<file path="config.mk">
export PLATFORM = sky130hd
export DESIGN_NAME = uart_tx_arbiter
export DESIGN_NICKNAME = d
export VERILOG_FILES = /design/src/rtl/uart_tx_arbiter.sv
export SDC_FILE = /design/constraint.sdc
export NUM_CORES = 1
export LEC_CHECK = 0
export ABC_AREA = 1
export CELL_PAD_IN_SITES_DETAIL_PLACEMENT = 1
export CELL_PAD_IN_SITES_GLOBAL_PLACEMENT = 1
export CORE_MARGIN = 10
export CORE_UTILIZATION = 27
export CTS_CLUSTER_SIZE = 12
export DETAILED_ROUTE_END_ITERATION = 6
export PLACE_DENSITY = 0.89
export SYNTH_ARGS = -nofsm -noshare
export SYNTH_HDL_FRONTEND = slang
export SYNTH_SLANG_ARGS = --single-unit
export TNS_END_PERCENT = 50
</file>
<file path="constraint.sdc">
create_clock -name clk -period 1.95 [get_ports clk]
set_clock_uncertainty 0.15 [all_clocks]
set_input_delay 0.585 -clock clk [delete_from_list [all_inputs] [get_ports clk]]
set_output_delay 0.585 -clock clk [all_outputs]
set_load 0.01 [all_outputs]
</file>
<file path="src/rtl/uart_tx_arbiter.sv">
// uart_tx_arbiter: shares the uart_core TX data register between NUM_REQ
// byte-stream requesters. Round-robin arbitration with packet locking; for
// every byte the status register is polled and exactly one TX write is issued
// once the TX FIFO reports not-full.
module uart_tx_arbiter #(
    parameter int unsigned NUM_REQ      = 4,
    parameter logic [31:0] TXDATA_ADDR  = 32'hff00_020c,
    parameter logic [31:0] STATUS_ADDR  = 32'hff00_0208,
    parameter int unsigned TX_FULL_BIT  = 0,
    parameter int unsigned LOCK_TIMEOUT = 1024,
    localparam int unsigned GW = $clog2(NUM_REQ)
) (
    input  logic                 clk,
    input  logic                 rst,
    input  logic [NUM_REQ-1:0]   req_valid,
    input  logic [8*NUM_REQ-1:0] req_data,
    input  logic [NUM_REQ-1:0]   req_last,
    output logic [NUM_REQ-1:0]   req_ready,
    output logic                 bus_rd_en,
    output logic                 bus_wr_en,
    output logic [31:0]          bus_address,
    output logic [31:0]          bus_wr_data,
    input  logic [31:0]          bus_rd_data,
    output logic [GW-1:0]        grant_id,
    output logic                 busy
);

    localparam int unsigned    CW       = $clog2(LOCK_TIMEOUT + 1);
    localparam logic [CW-1:0]  TMO_LAST = CW'(LOCK_TIMEOUT - 1);
    localparam logic [GW:0]    NREQ_W   = (GW + 1)'(NUM_REQ);
    localparam logic [GW:0]    LAST_IDX = (GW + 1)'(NUM_REQ - 1);

    typedef enum logic [2:0] {
        S_IDLE,
        S_POLL,
        S_WAIT_RD,
        S_WRITE,
        S_LOCKED
    } state_t;

    state_t        state_q, state_d;
    logic [GW-1:0] grant_q, grant_d;
    logic [GW-1:0] ptr_q, ptr_d;
    logic          busy_q, busy_d;
    logic          lock_q, lock_d;
    logic [CW-1:0] cnt_q, cnt_d;
    logic [7:0]    byte_q, byte_d;
    logic          last_q, last_d;
    logic          bus_rd_en_q, bus_rd_en_d;
    logic          bus_wr_en_q, bus_wr_en_d;
    logic [31:0]   bus_address_q, bus_address_d;
    logic [31:0]   bus_wr_data_q, bus_wr_data_d;

    logic          scan_found;
    logic [GW-1:0] scan_pick;
    logic [GW:0]   scan_sum;
    logic          tx_full;
    logic          gnt_valid;
    logic [7:0]    gnt_data;
    logic          gnt_last;
    logic          unused_rd;

    function automatic logic [GW-1:0] wrap_inc(input logic [GW-1:0] g);
        if ({1'b0, g} == LAST_IDX) begin
            return '0;
        end
        return g + GW'(1);
    endfunction

    assign tx_full   = bus_rd_data[TX_FULL_BIT];
    assign gnt_valid = req_valid[grant_q];
    assign gnt_data  = req_data[{grant_q, 3'b000} +: 8];
    assign gnt_last  = req_last[grant_q];
    assign unused_rd = ^bus_rd_data;

    // Round-robin scan: first valid requester at or after the pointer, wrapping.
    always_comb begin
        scan_found = 1'b0;
        scan_pick  = '0;
        scan_sum   = '0;
        for (int unsigned i = 0; i < NUM_REQ; i++) begin
            scan_sum = {1'b0, ptr_q} + (GW + 1)'(i);
            if (scan_sum >= NREQ_W) begin
                scan_sum = scan_sum - NREQ_W;
            end
            if (!scan_found && req_valid[scan_sum[GW-1:0]]) begin
                scan_found = 1'b1;
                scan_pick  = scan_sum[GW-1:0];
            end
        end
    end

    // Arbiter FSM next-state logic and the combinational accept strobe.
    always_comb begin
        state_d   = state_q;
        grant_d   = grant_q;
        ptr_d     = ptr_q;
        busy_d    = busy_q;
        lock_d    = lock_q;
        cnt_d     = cnt_q;
        byte_d    = byte_q;
        last_d    = last_q;
        req_ready = '0;
        case (state_q)
            S_IDLE: begin
                if (scan_found) begin
                    grant_d = scan_pick;
                    busy_d  = 1'b1;
                    state_d = S_POLL;
                end
            end
            S_POLL: begin
                state_d = S_WAIT_RD;
            end
            S_WAIT_RD: begin
                if (tx_full) begin
                    state_d = S_POLL;
                end else if (gnt_valid) begin
                    req_ready[grant_q] = 1'b1;
                    byte_d  = gnt_data;
                    last_d  = gnt_last;
                    state_d = S_WRITE;
                end else if (lock_q) begin
                    state_d = S_LOCKED;
                end else begin
                    busy_d  = 1'b0;
                    state_d = S_IDLE;
                end
            end
            S_WRITE: begin
                if (last_q) begin
                    busy_d  = 1'b0;
                    lock_d  = 1'b0;
                    ptr_d   = wrap_inc(grant_q);
                    state_d = S_IDLE;
                end else begin
                    lock_d  = 1'b1;
                    state_d = S_LOCKED;
                end
            end
            S_LOCKED: begin
                if (gnt_valid) begin
                    cnt_d   = '0;
                    state_d = S_POLL;
                end else if (cnt_q == TMO_LAST) begin
                    cnt_d   = '0;
                    busy_d  = 1'b0;
                    lock_d  = 1'b0;
                    ptr_d   = wrap_inc(grant_q);
                    state_d = S_IDLE;
                end else begin
                    cnt_d = cnt_q + CW'(1);
                end
            end
            default: begin
                state_d = S_IDLE;
            end
        endcase
    end

    // Bus strobes are registered, so they are derived from the state being entered.
    always_comb begin
        bus_rd_en_d   = 1'b0;
        bus_wr_en_d   = 1'b0;
        bus_address_d = '0;
        bus_wr_data_d = '0;
        if (state_d == S_POLL) begin
            bus_rd_en_d   = 1'b1;
            bus_address_d = STATUS_ADDR;
        end else if (state_d == S_WRITE) begin
            bus_wr_en_d   = 1'b1;
            bus_address_d = TXDATA_ADDR;
            bus_wr_data_d = {24'h0, byte_d};
        end
    end

    // State and bus output registers with asynchronous active-low reset.
    always_ff @(posedge clk or negedge rst) begin
        if (!rst) begin
            state_q       <= S_IDLE;
            grant_q       <= '0;
            ptr_q         <= '0;
            busy_q        <= 1'b0;
            lock_q        <= 1'b0;
            cnt_q         <= '0;
            byte_q        <= '0;
            last_q        <= 1'b0;
            bus_rd_en_q   <= 1'b0;
            bus_wr_en_q   <= 1'b0;
            bus_address_q <= '0;
            bus_wr_data_q <= '0;
        end else begin
            state_q       <= state_d;
            grant_q       <= grant_d;
            ptr_q         <= ptr_d;
            busy_q        <= busy_d;
            lock_q        <= lock_d;
            cnt_q         <= cnt_d;
            byte_q        <= byte_d;
            last_q        <= last_d;
            bus_rd_en_q   <= bus_rd_en_d;
            bus_wr_en_q   <= bus_wr_en_d;
            bus_address_q <= bus_address_d;
            bus_wr_data_q <= bus_wr_data_d;
        end
    end

    assign bus_rd_en   = bus_rd_en_q;
    assign bus_wr_en   = bus_wr_en_q;
    assign bus_address = bus_address_q;
    assign bus_wr_data = bus_wr_data_q;
    assign grant_id    = grant_q;
    assign busy        = busy_q;

endmodule
</file>
Word level (Yosys, flattened, before mapping)
Index checks and enable logic that the tools add are counted.
{ "totals": {"ff_bits": 95, "out_inout_bits": 73} }
{ "classes": {"add_sub_neg": 9, "order_cmp": 10, "eq_ne": 15, "shift": 1, "n_mux": 72, "bitwise": 1, "n_reduce_logical": 15} }
{ "ops": {"columns": ["operator", "count"], "rows": [
  ["two-way mux 32 bit", 2],
  ["two-way mux 8 bit", 5],
  ["variable part select 32 x 6 -> 8 bit", 1],
  ["two-way mux 1 bit", 28],
  ["two-way mux 2 bit", 14],
  ["two-way mux 11 bit", 2],
  ["two-way mux 3 bit", 7],
  ["< comparator 2 x 3 -> 1 bit, second input constant", 5],
  ["case mux 3 bit (5 select lines)", 1],
  ["!= test 2 bit, second input constant", 7],
  ["binary-select mux 1 bit (select 2 bit)", 6],
  ["two-way mux 4 bit", 3],
  ["adder 11 x 1 -> 11 bit, second input constant", 1],
  ["equality test 11 x 10 -> 1 bit, second input constant", 1],
  ["equality test 3 x 2 -> 1 bit, second input constant", 3],
  [">= comparator 3 bit, second input constant", 3],
  ["AND reduction 8 bit", 1],
  ["subtractor 2 x 1 -> 2 bit, second input constant", 4],
  ["adder 2 x 2 -> 3 bit, second input constant", 2],
  ["equality test 3 x 1 -> 1 bit, second input constant", 2],
  ["AND reduction 3 bit", 2],
  ["logical AND 1 bit", 4],
  ["case mux 1 bit (4 select lines)", 1],
  ["case mux 2 bit (2 select lines)", 1],
  ["other kinds (15)", 17]
]} }

Longest topological paths before layout
{ "logic_depth": {"depth_word": 19, "mapped_depth": 11} }

Worst setup path before layout
OpenSTA, ideal clock, no wires.
{ "synth_path": {"kind": "input to output", "start": "input req_valid[1]", "end": "output req_ready[0]", "arrival_time_ns": 1.332, "slack_ns": -0.117, "path_stages": 7, "path_buffers": 1, "cell_sequence": "nand2_1 > nand3_1 > nand2_1 > inv_2 > nand3_2 > buf_2 > nor2_1"} }
{ "synth_via": {"elab_chain_len": 5} }
{ "synth_lines": {"columns": ["element", "line_no", "rtl"], "rows": [
  ["start: declaration", "15", "input logic [NUM_REQ-1:0] req_valid,"],
  ["binary-select mux 1 bit (select 2 bit)", "71", "assign gnt_valid = req_valid[grant_q];"],
  ["two-way mux 1 bit (not written as such)", "71", null],
  ["two-way mux 4 bit", "118", "end else if (gnt_valid) begin"],
  ["two-way mux 4 bit", "116", "if (tx_full) begin"],
  ["two-way mux 4 bit", "104", "case (state_q)"],
  ["end: declaration", "18", "output logic [NUM_REQ-1:0] req_ready,"]
]} }
Every way passes these cells. The select of a mux whose other input is x is not followed.

Worst setup path after layout
{ "layout_path": {"start": "register grant_q[0], in the netlist grant_id[0]", "end": "output req_ready[0]"} }
{ "layout_via": {"elab_chain_len": 7, "word_cells_on_any_way": 10, "classes_between": "order compare: 2; mux: 7; reduce/logical: 1"} }
{ "layout_lines": {"columns": ["element", "line_no", "rtl"], "rows": [
  ["start: declaration", "42", "logic [GW-1:0] grant_q, grant_d;"],
  ["start signal: assignment", "194", "grant_q <= grant_d;"],
  ["< comparator 2 x 3 -> 1 bit (not written as such) / >= comparator 2 x 1 -> 1 bit (equally long branches)", "119", "req_ready[grant_q] = 1'b1;"],
  ["logical AND 1 bit (not written as such)", "119", null],
  ["two-way mux 1 bit (not written as such)", "119", null],
  ["demux 1 bit (select 2 bit)", "119", null],
  ["two-way mux 4 bit *", "118", null],
  ["two-way mux 4 bit *", "116", null],
  ["two-way mux 4 bit *", "104", null]
]} }
Every way passes the cells marked *; elsewhere a longest branch is shown, timed or not. The select of a mux whose other input is x is not followed.

==> results <==
- Counting flops and latches in the post-synthesis netlist gives 40.
- Across every metal layer, demand over resource in global routing totals 0.120.
- The pin count of the biggest net entering global routing is 41.
- The number of different library cells in the post-synthesis netlist is 35.
- Counting the buffers created by CTS gives 5.
- The max-slew violation count is 0.
- The tool flagged a number of max-cap violations equal to 0.
- In the final layout, the share of cells above drive strength 1 is 0.200.
- The core footprint is between 10,000 and 15,000 um2.
- The area added between synthesis and finish is 36.4%.
- The total number of yosys warnings is 0.
- The type of the tightest min-delay check is primary input to async pin.
- The run finished, with violations left.
- The area after detailed placement is between 3000 and 4000 um2.
- The share of synthesized area in the top cell type comes to 0.353.
- The worst pin sits at a relative slew slack of 0.650.
- The share of flip-flops with an asynchronous set or reset after synthesis is 1.00.
- For this run the aggregate overflow at the end of global routing stands at 0.
- The category of the most critical setup path is flip-flop to output port.
- In this run the number of H-tree levels came out at 2.
- After the first detailed-routing iteration, the DRC count stood at approximately 110.
- The number of global-route vias before repair is ~3,000.
- The count of endpoints failing setup in the final report is 15.
- At the end of routability-driven placement, the weighted congestion stood at 0.845.
- From left edge to right edge, the die measures 122 um.
- By area the synthesized netlist is led by sky130_fd_sc_hd__dfrtp_1 (35%), sky130_fd_sc_hd__buf_4 (15%), sky130_fd_sc_hd__nand2_1 (8.7%), sky130_fd_sc_hd__o21ai_0 (5.5%), sky130_fd_sc_hd__nand3_1 (4.9%).
- The layer flagged by global routing as most heavily used is met2.
- The startpoint class of the critical path is a flip-flop.
- The number of iterations in the first detailed-routing pass is 4.
- Along the worst path, the maximum fanout reaches 4.
- Clock-pin slew was measured on the worst setup and hold paths at roughly 80 ps.
- For this design, the sink count on the clock tree is 40.
- Input and output buffers added on the ports amount to 70.
- By instance count, the leading cell after synthesis is sky130_fd_sc_hd__nand2_1.
- The share of the Yosys chip area taken by registers is 0.353.
- TritonCTS built the clock tree.
- The CTS root buffer is sky130_fd_sc_hd__clkbuf_8.
- The residual antenna-violating net count after detailed routing is 0.
- The worst reg2reg path startpoint is grant_id[0].
- The flip-flop cell with the highest count after synthesis is sky130_fd_sc_hd__dfrtp_1.
- between 100 and 150 I/O pins were placed.
- The worst hold margin is around 190 ps.
- The checks that failed: setup timing.
- The area of the die is between 10,000 and 15,000 um2.
- Dividing the detail-routed wire length by the instance count gives ~15 um.
- The leakage dissipation is a little over 0.002 uW.
- The cell taking the most area after synthesis is sky130_fd_sc_hd__dfrtp_1.
- Of the available clock period, the critical path in the final layout requires 1.16.
- The global-route met3 utilization is 0.0381.
- Summing every instance area after synthesis gives approximately 2800 um2.
- For this run, the post-layout net count is 543.
- The number of antenna violations at the first check in global routing is 0.
- The final count of hold timing violations is 0.
- Setup repair after global routing could not meet its margin everywhere.
- The post-cts hold buffer count is 0.
- The shortest clock period the worst path allows after layout is 2260 ps.
- The floorplan step set the die height to roughly 120 um.
- Counting cells, the worst reg-to-reg path comes to 11.
- Power spread over the standard cell area amounts to about 1300 nW/um2.
- The commonest cells after synthesis are sky130_fd_sc_hd__nand2_1 (66), sky130_fd_sc_hd__buf_4 (56), sky130_fd_sc_hd__dfrtp_1 (40).
- For met1 alone, demand over resource in global routing was 0.129.
- The maximum number of buffers from clock root to sink is 2.
- Summed over all layers, the routed wires come to 9.11 mm.
- Counting every instance in the synthesized netlist gives 376.
- Each instance of the synthesized netlist takes up on average 7.54 um2.
- Row generation in the floorplan step produced 37 rows.
- The global routing usage on met2 is 0.219.
- Dividing the detail-routed via count by the number of cells gives between 4 and 5.
- The first global-routing pass estimated 14.7 mm of wire.
- Across all layers, the routed design uses roughly 2,700 vias.
- For the worst setup path, the data arrival time is approximately 1500 ps.
- The initial core utilization is 0.276.
- STA classifies the critical path endpoint as an output port.
- After detailed routing, the number of remaining DRC violations is 0.
- The final design instance area without fill is roughly 3900 um2.
- Derived from the worst setup path, the maximum achievable clock frequency is approximately 440 MHz.
- The post-layout worst setup margin is -306 ps.
- The repair_antennas step left the layout with diodes totalling 0.
- In this run, synthesis inferred 0 flip-flops with an integrated enable.
- The half-perimeter wire length of the detailed placement result is a little over 7 mm.
- The later pin in the worst-skew pair is clocked with a latency of ~300 ps.
- The slew at the pin closest to its max-slew limit is 524 ps.
- The worst voltage drop across the vdd grid is 386 uV.
- At the worst endpoint, the required time is 1210 ps.
- The startpoint of the worst setup timing path is grant_id[0].
==> routing by layer <==
metal / part of all wire / up-vias / wire length (um)
met1: 0.39 / 1289 / 3560
li1: - / 1273 / -
met3: 0.068 / 15 / 618
met2: 0.53 / 80 / 4810
met5: 0 / - / 0
met4: 0.013 / 0 / 119
==> sequential cells by signal, indices dropped and copies added, names as in the netlist <==
| register | flops |
|---|---|
| busy | 1 |
| ptr_q | 2 |
| bus_wr_data | 8 |
| bus_address | 2 |
| bus_rd_en | 1 |
| cnt_q | 11 |
| last_q | 1 |
| state_q | 3 |
| lock_q | 1 |
| byte_q | 8 |
| grant_id | 2 |
==> final cells by class <==
| class | count | area, um2 |
|---|---|---|
| clock inverters | 2 | 38.8 |
| inverters | 47 | 181 |
| fillers | 1280 | 6410 |
| well taps | 136 | 170 |
| clock buffers | 6 | 82.6 |
| multi-input cells | 269 | 1450 |
| flip-flops and latches | 40 | 1000 |
| repair buffers | 101 | 942 |
==> per-stage QoR <==
step	power, uW	worst slack [ps]	utilization	TNS [ps]	std cells
after floorplan	3370	0.727	-	0	420
final	5140	-306	0.376	-1450	601
after global routing	5600	-386	0.376	-3730	601
after global placement	4180	-1010	0.357	-17660	592
after detailed placement	4380	-1050	0.357	-20610	592
after CTS	5120	-317	0.372	-1840	601
==> kinds of logic after synthesis <==
logic type	count (synthesis)	share of synthesized area
flops	40	0.353
compound gates	58	0.113
xor+xnor	7	0.0216
simple gates	154	0.263
fa+ha+maj	5	0.0221
other cells	1	0.00132
buf+inv	111	0.225
==> final timing paths <==
kind / to / slack, ps
max: req_ready[0] / -310
min: bus_rd_en / 190
max reg2reg: byte_q[2] / -20
min reg2reg: busy / 330
max in group asynchronous: grant_id[0] / 1070
min in group clk: busy / 330
==> repair_timing <==
item / CTS / global route
endpoints found under the setup margin: 41 / 29
resized for setup: 56 / 15
pin swaps: 2 / 1
setup buffers: 1 / 0
==> critical path, stage by stage, from the launching register on <==
cell	delay, ps
sky130_fd_sc_hd__dfrtp_2	460
sky130_fd_sc_hd__inv_4	90
sky130_fd_sc_hd__nand2_2	50
sky130_fd_sc_hd__nand3_2	70
sky130_fd_sc_hd__nand2_2	70
sky130_fd_sc_hd__inv_2	70
sky130_fd_sc_hd__nand3_4	70
sky130_fd_sc_hd__buf_6	150
sky130_fd_sc_hd__nor2_4	80
sky130_fd_sc_hd__buf_6	110
==> placed cells by master, fill, tap and decap left out, types with 2 or more instances in the layout <==
master and n:
sky130_fd_sc_hd__nand2_1 63, sky130_fd_sc_hd__conb_1 45, sky130_fd_sc_hd__clkdlybuf4s50_1 40, sky130_fd_sc_hd__dfrtp_1 38
sky130_fd_sc_hd__inv_1 36, sky130_fd_sc_hd__o21ai_0 31, sky130_fd_sc_hd__buf_4 28, sky130_fd_sc_hd__nand3_1 24
sky130_fd_sc_hd__nor2_1 23, sky130_fd_sc_hd__dlygate4sd2_1 16, sky130_fd_sc_hd__o22ai_1 13, sky130_fd_sc_hd__nand2_2 9
sky130_fd_sc_hd__nand3_2 9, sky130_fd_sc_hd__inv_2 9, sky130_fd_sc_hd__or2_1 7, sky130_fd_sc_hd__buf_6 7
sky130_fd_sc_hd__nor2_4 6, sky130_fd_sc_hd__o21ai_1 6, sky130_fd_sc_hd__xor2_1 6, sky130_fd_sc_hd__clkbuf_8 6
sky130_fd_sc_hd__dlymetal6s2s_1 5, sky130_fd_sc_hd__ha_1 4, sky130_fd_sc_hd__nand4_1 3, sky130_fd_sc_hd__nand2_4 3
sky130_fd_sc_hd__a21oi_1 3, sky130_fd_sc_hd__inv_4 2, sky130_fd_sc_hd__dfrtp_2 2, sky130_fd_sc_hd__clkdlybuf4s15_1 2
==> report_power, final <==
group,switching (uW),internal (uW),total (uW)
Clock,310,419,728
Combinational,1810,1200,3010
Sequential,249,1150,1400
(Power assumes the default switching activity.)
==> edit (same settings) <==
Take the reset off `byte_q`, `bus_address_q` and `bus_wr_data_q` and load them in a clocked block of their own.
--- a/src/rtl/uart_tx_arbiter.sv
+++ b/src/rtl/uart_tx_arbiter.sv
@@ -183,12 +183,9 @@
             busy_q        <= 1'b0;
             lock_q        <= 1'b0;
             cnt_q         <= '0;
-            byte_q        <= '0;
             last_q        <= 1'b0;
             bus_rd_en_q   <= 1'b0;
             bus_wr_en_q   <= 1'b0;
-            bus_address_q <= '0;
-            bus_wr_data_q <= '0;
         end else begin
             state_q       <= state_d;
             grant_q       <= grant_d;
@@ -196,13 +193,16 @@
             busy_q        <= busy_d;
             lock_q        <= lock_d;
             cnt_q         <= cnt_d;
-            byte_q        <= byte_d;
             last_q        <= last_d;
             bus_rd_en_q   <= bus_rd_en_d;
             bus_wr_en_q   <= bus_wr_en_d;
-            bus_address_q <= bus_address_d;
-            bus_wr_data_q <= bus_wr_data_d;
-        end
+        end
+    end
+
+    always_ff @(posedge clk) begin
+        byte_q        <= byte_d;
+        bus_address_q <= bus_address_d;
+        bus_wr_data_q <= bus_wr_data_d;
     end
 
     assign bus_rd_en   = bus_rd_en_q;
Formal check against the unedited RTL: not equivalent (Yosys sat finds a counterexample within 4 cycles, from zero or initial values and one cycle with rst low).
==> edit against the unedited design <==
  * The flow still finishes with violations (setup timing)
  * Power increased by 3.2%
  * Sequential cell count increased by 1
  * Via count is 1.6% higher
  * Worst setup slack gained 0.00087 ns
  * Utilization rose by 1.6 points
  * Wire length grew 10%
  * Die area decreased by 2.3%
  * Area after synthesis is 2.7% lower
  * Cell area grew 0.13%
  * Critical endpoint unchanged
==> edit: results (changes against the unedited design) <==
Status
  • Status: finished, violations left (unchanged)
  • Failing checks: setup timing (unchanged)

Layout
  • Filler Cell Count: 1243 (was 1280)
  • Number of nets in the final layout: 549 (was 543)
  • Ratio of cells with drive above 1 in the final layout: 23.1% (was 20.0%)
  • Flip-flop count of the largest register after layout: 11 (unchanged)
  • Antenna diode count: 0 (unchanged)
  • Growth of design area from synthesis to finish: 40.3% (was 36.4%)
  • Biggest register: cnt_q (unchanged)

Logic synthesis
  • Post-synthesis register bit count: 41 (was 40)
  • Post-synthesis async set-or-reset flop share: 56.1% (was 100%)
  • Fraction of the yosys area taken by sequential cells: 33.9% (was 35.3%)
  • Top post-synthesis cells by area: dfrtp_1, buf_4, dfxtp_1, nand2_1, nor2_1 (was dfrtp_1, buf_4, nand2_1, o21ai_0, nand3_1)
  • List of most frequent post-synthesis cells: nand2_1, buf_4, nor2_1, inv_1, o21ai_0 (was nand2_1, buf_4, dfrtp_1, inv_1, o21ai_0)
  • Count of yosys warnings during synthesis: 0 (unchanged)
  • Count of unique library cells instantiated by Yosys: 39 (was 35)

Global routing
  • Pin count of the biggest net entering global routing: 24 (was 41)
  • Global Route Usage Sum: 12.5% (was 12.0%)
  • Global-route wire length before repair: 14900 um (was 14700 um)
  • Number of antenna violations at the first check in global routing: 0 (unchanged)
  • Vias in the first global route: 2930 (was 2986)

Detailed routing
  • Post-detailed-route wirelength per cell: 16.6 um (was 15.1 um)
  • Total number of vias: 2700 (was 2657)
  • TritonRoute pass-1 iters: 4 (unchanged)
  • First-iteration detailed-routing DRC count: 181 (was 111)

CTS
  • Clock network latency to the later pin of the worst-skew pair: 0.30 ns (about the same)
  • Clk buf depth: 2 (unchanged)
  • Total CTS buffers: 5 (unchanged)
  • Clock-pin slew on the worst setup and hold paths: ~0.090 ns
  • Buffer type at the clock tree root: clkbuf_8 (unchanged)
  • Level count of the clock H-tree: 2 (unchanged)

Placed design
  • Number of buffers added on ports: 70 (unchanged)
  • Global placement routability congestion: 0.785 (was 0.845)
  • Area after DPL: 3630 um2 (was 3670 um2)
  • HPWL after detailed placement: 7230 um (was 7140 um)

Worst hold path
  • Class of the worst hold path: reg -> reg (was in -> async)

Power
  • Peak supply drop: 400 uV (was 386 uV)
  • Cell leakage power: 0.00195 uW (was 0.00203 uW)
  • Internal portion of total power: 2860 uW (was 2770 uW)

Worst setup path
  • Crit path largest cell delay: 0.45 ns
  • Startpoint class of the critical path: flip-flop (unchanged)
  • Largest fanout of any net on the critical path: 5 (was 4)
  • Worst endpoint data arrival time: 1.52 ns (about the same)
  • Slowest stage cell, crit path: dfrtp_2 (unchanged)

STA
  • Min setup slack post-route: -0.305 ns (was -0.306 ns)
  • Final count of negative-setup-slack endpoints: 24 (was 15)
==> edit: changes by cell type in the layout (fill, tap and decap cells not counted), sizes merged, moves of 3 or more <==
cell           unedited run  this run
clkdlybuf4s50            40        45
dfrtp                    40        23
dfxtp                     0        18
nand3                    34        25
buf                      37        44
o22ai                    13        10
nor2                     31        37
==> edit: per-layer routing <==
| metal | share of wire, % | global-route usage [%] |
|---|---|---|
| met5 | 0 | 0 |
| met4 | 1.8 | 3.24 |
| met3 | 4.0 | 1.86 |
| met2 | 57 | 25.1 |
| met1 | 37 | 12.9 |
==> edit: logic make-up (layout without fill, tap and decap cells) <==
group                    Yosys count  after routing  synth area share (%)
XOR/XNOR                           5              5                  1.59
AO/OA/AOI/OAI                     58             58                  11.7
adder cells (fa/ha/maj)            5              5                  2.27
other                              1             45                 0.136
buffers and inverters            111            165                  23.1
AND/OR/NAND/NOR                  152            152                  27.3
flip-flops                        41             41                  33.9
==> edit: per-stage QoR <==
stage | setup WS, ns | cells | setup TNS (ns) | hold slack (ns)
3_5_place_dp | -0.967 | 589 | -17.29 | 0.324
6_report | -0.305 | 604 | -2.49 | 0.335
4_1_cts | -0.270 | 600 | -1.10 | 0.341
5_1_grt | -0.389 | 604 | -4.49 | 0.368
3_3_place_gp | -0.944 | 589 | -15.10 | 0.309
2_1_floorplan | -0.0103 | 417 | -0.0103 | 0.139
==> edit: final timing paths <==
path / end / cells past startpoint / from / slack [ns]
worst min-delay path: busy$_DFFE_PN0P_ / 2 / busy$_DFFE_PN0P_ / 0.34
worst min register to register: busy$_DFFE_PN0P_ / 2 / busy$_DFFE_PN0P_ / 0.34
max in group asynchronous: grant_id[0]$_DFFE_PN0P_ / 2 / rst / 0.90
worst max-delay path: req_ready[0] / 7 / grant_id[0]$_DFFE_PN0P_ / -0.31
worst max register to register: byte_q[5]$_DFF_P_ / 13 / grant_id[0]$_DFFE_PN0P_ / -0.13
min in group asynchronous: grant_id[1]$_DFFE_PN0P_ / 2 / rst / 0.49
==> edit: cell type report <==
class                   instances  area share (%)
clock inverters                 2           0.938
multi-input cells             265            37.1
well taps                     133            4.30
repair buffers                109            26.2
clock buffers                   6            2.13
flip-flops and latches         41            24.3
inverters                      48            5.04
==> edit: repair_timing <==
item                       in CTS  in global routing
hold endpoints to repair        0                  0
buffers inserted                3                  4
pin swaps                       4                  5
setup endpoints to repair      37                 32
gates resized for setup        50                 19
==> edit: worst max-delay path, delay by kind of cell (launching register included) <==
kind                       cells  cell delay (ns)
DFF                            1             0.45
buffers and inverters          5             0.55
and+or+nand+nor                1             0.04
adders and majority gates      1             0.19
==> edit: power groups by stage <==
stage	combinational (uW)	sequential, uW	clock [uW]
detailed placement	2910	1440	0
floorplan	1970	1410	0
global route	3450	1480	783
CTS	2940	1420	752
global placement	2770	1410	0
finish	3120	1440	742
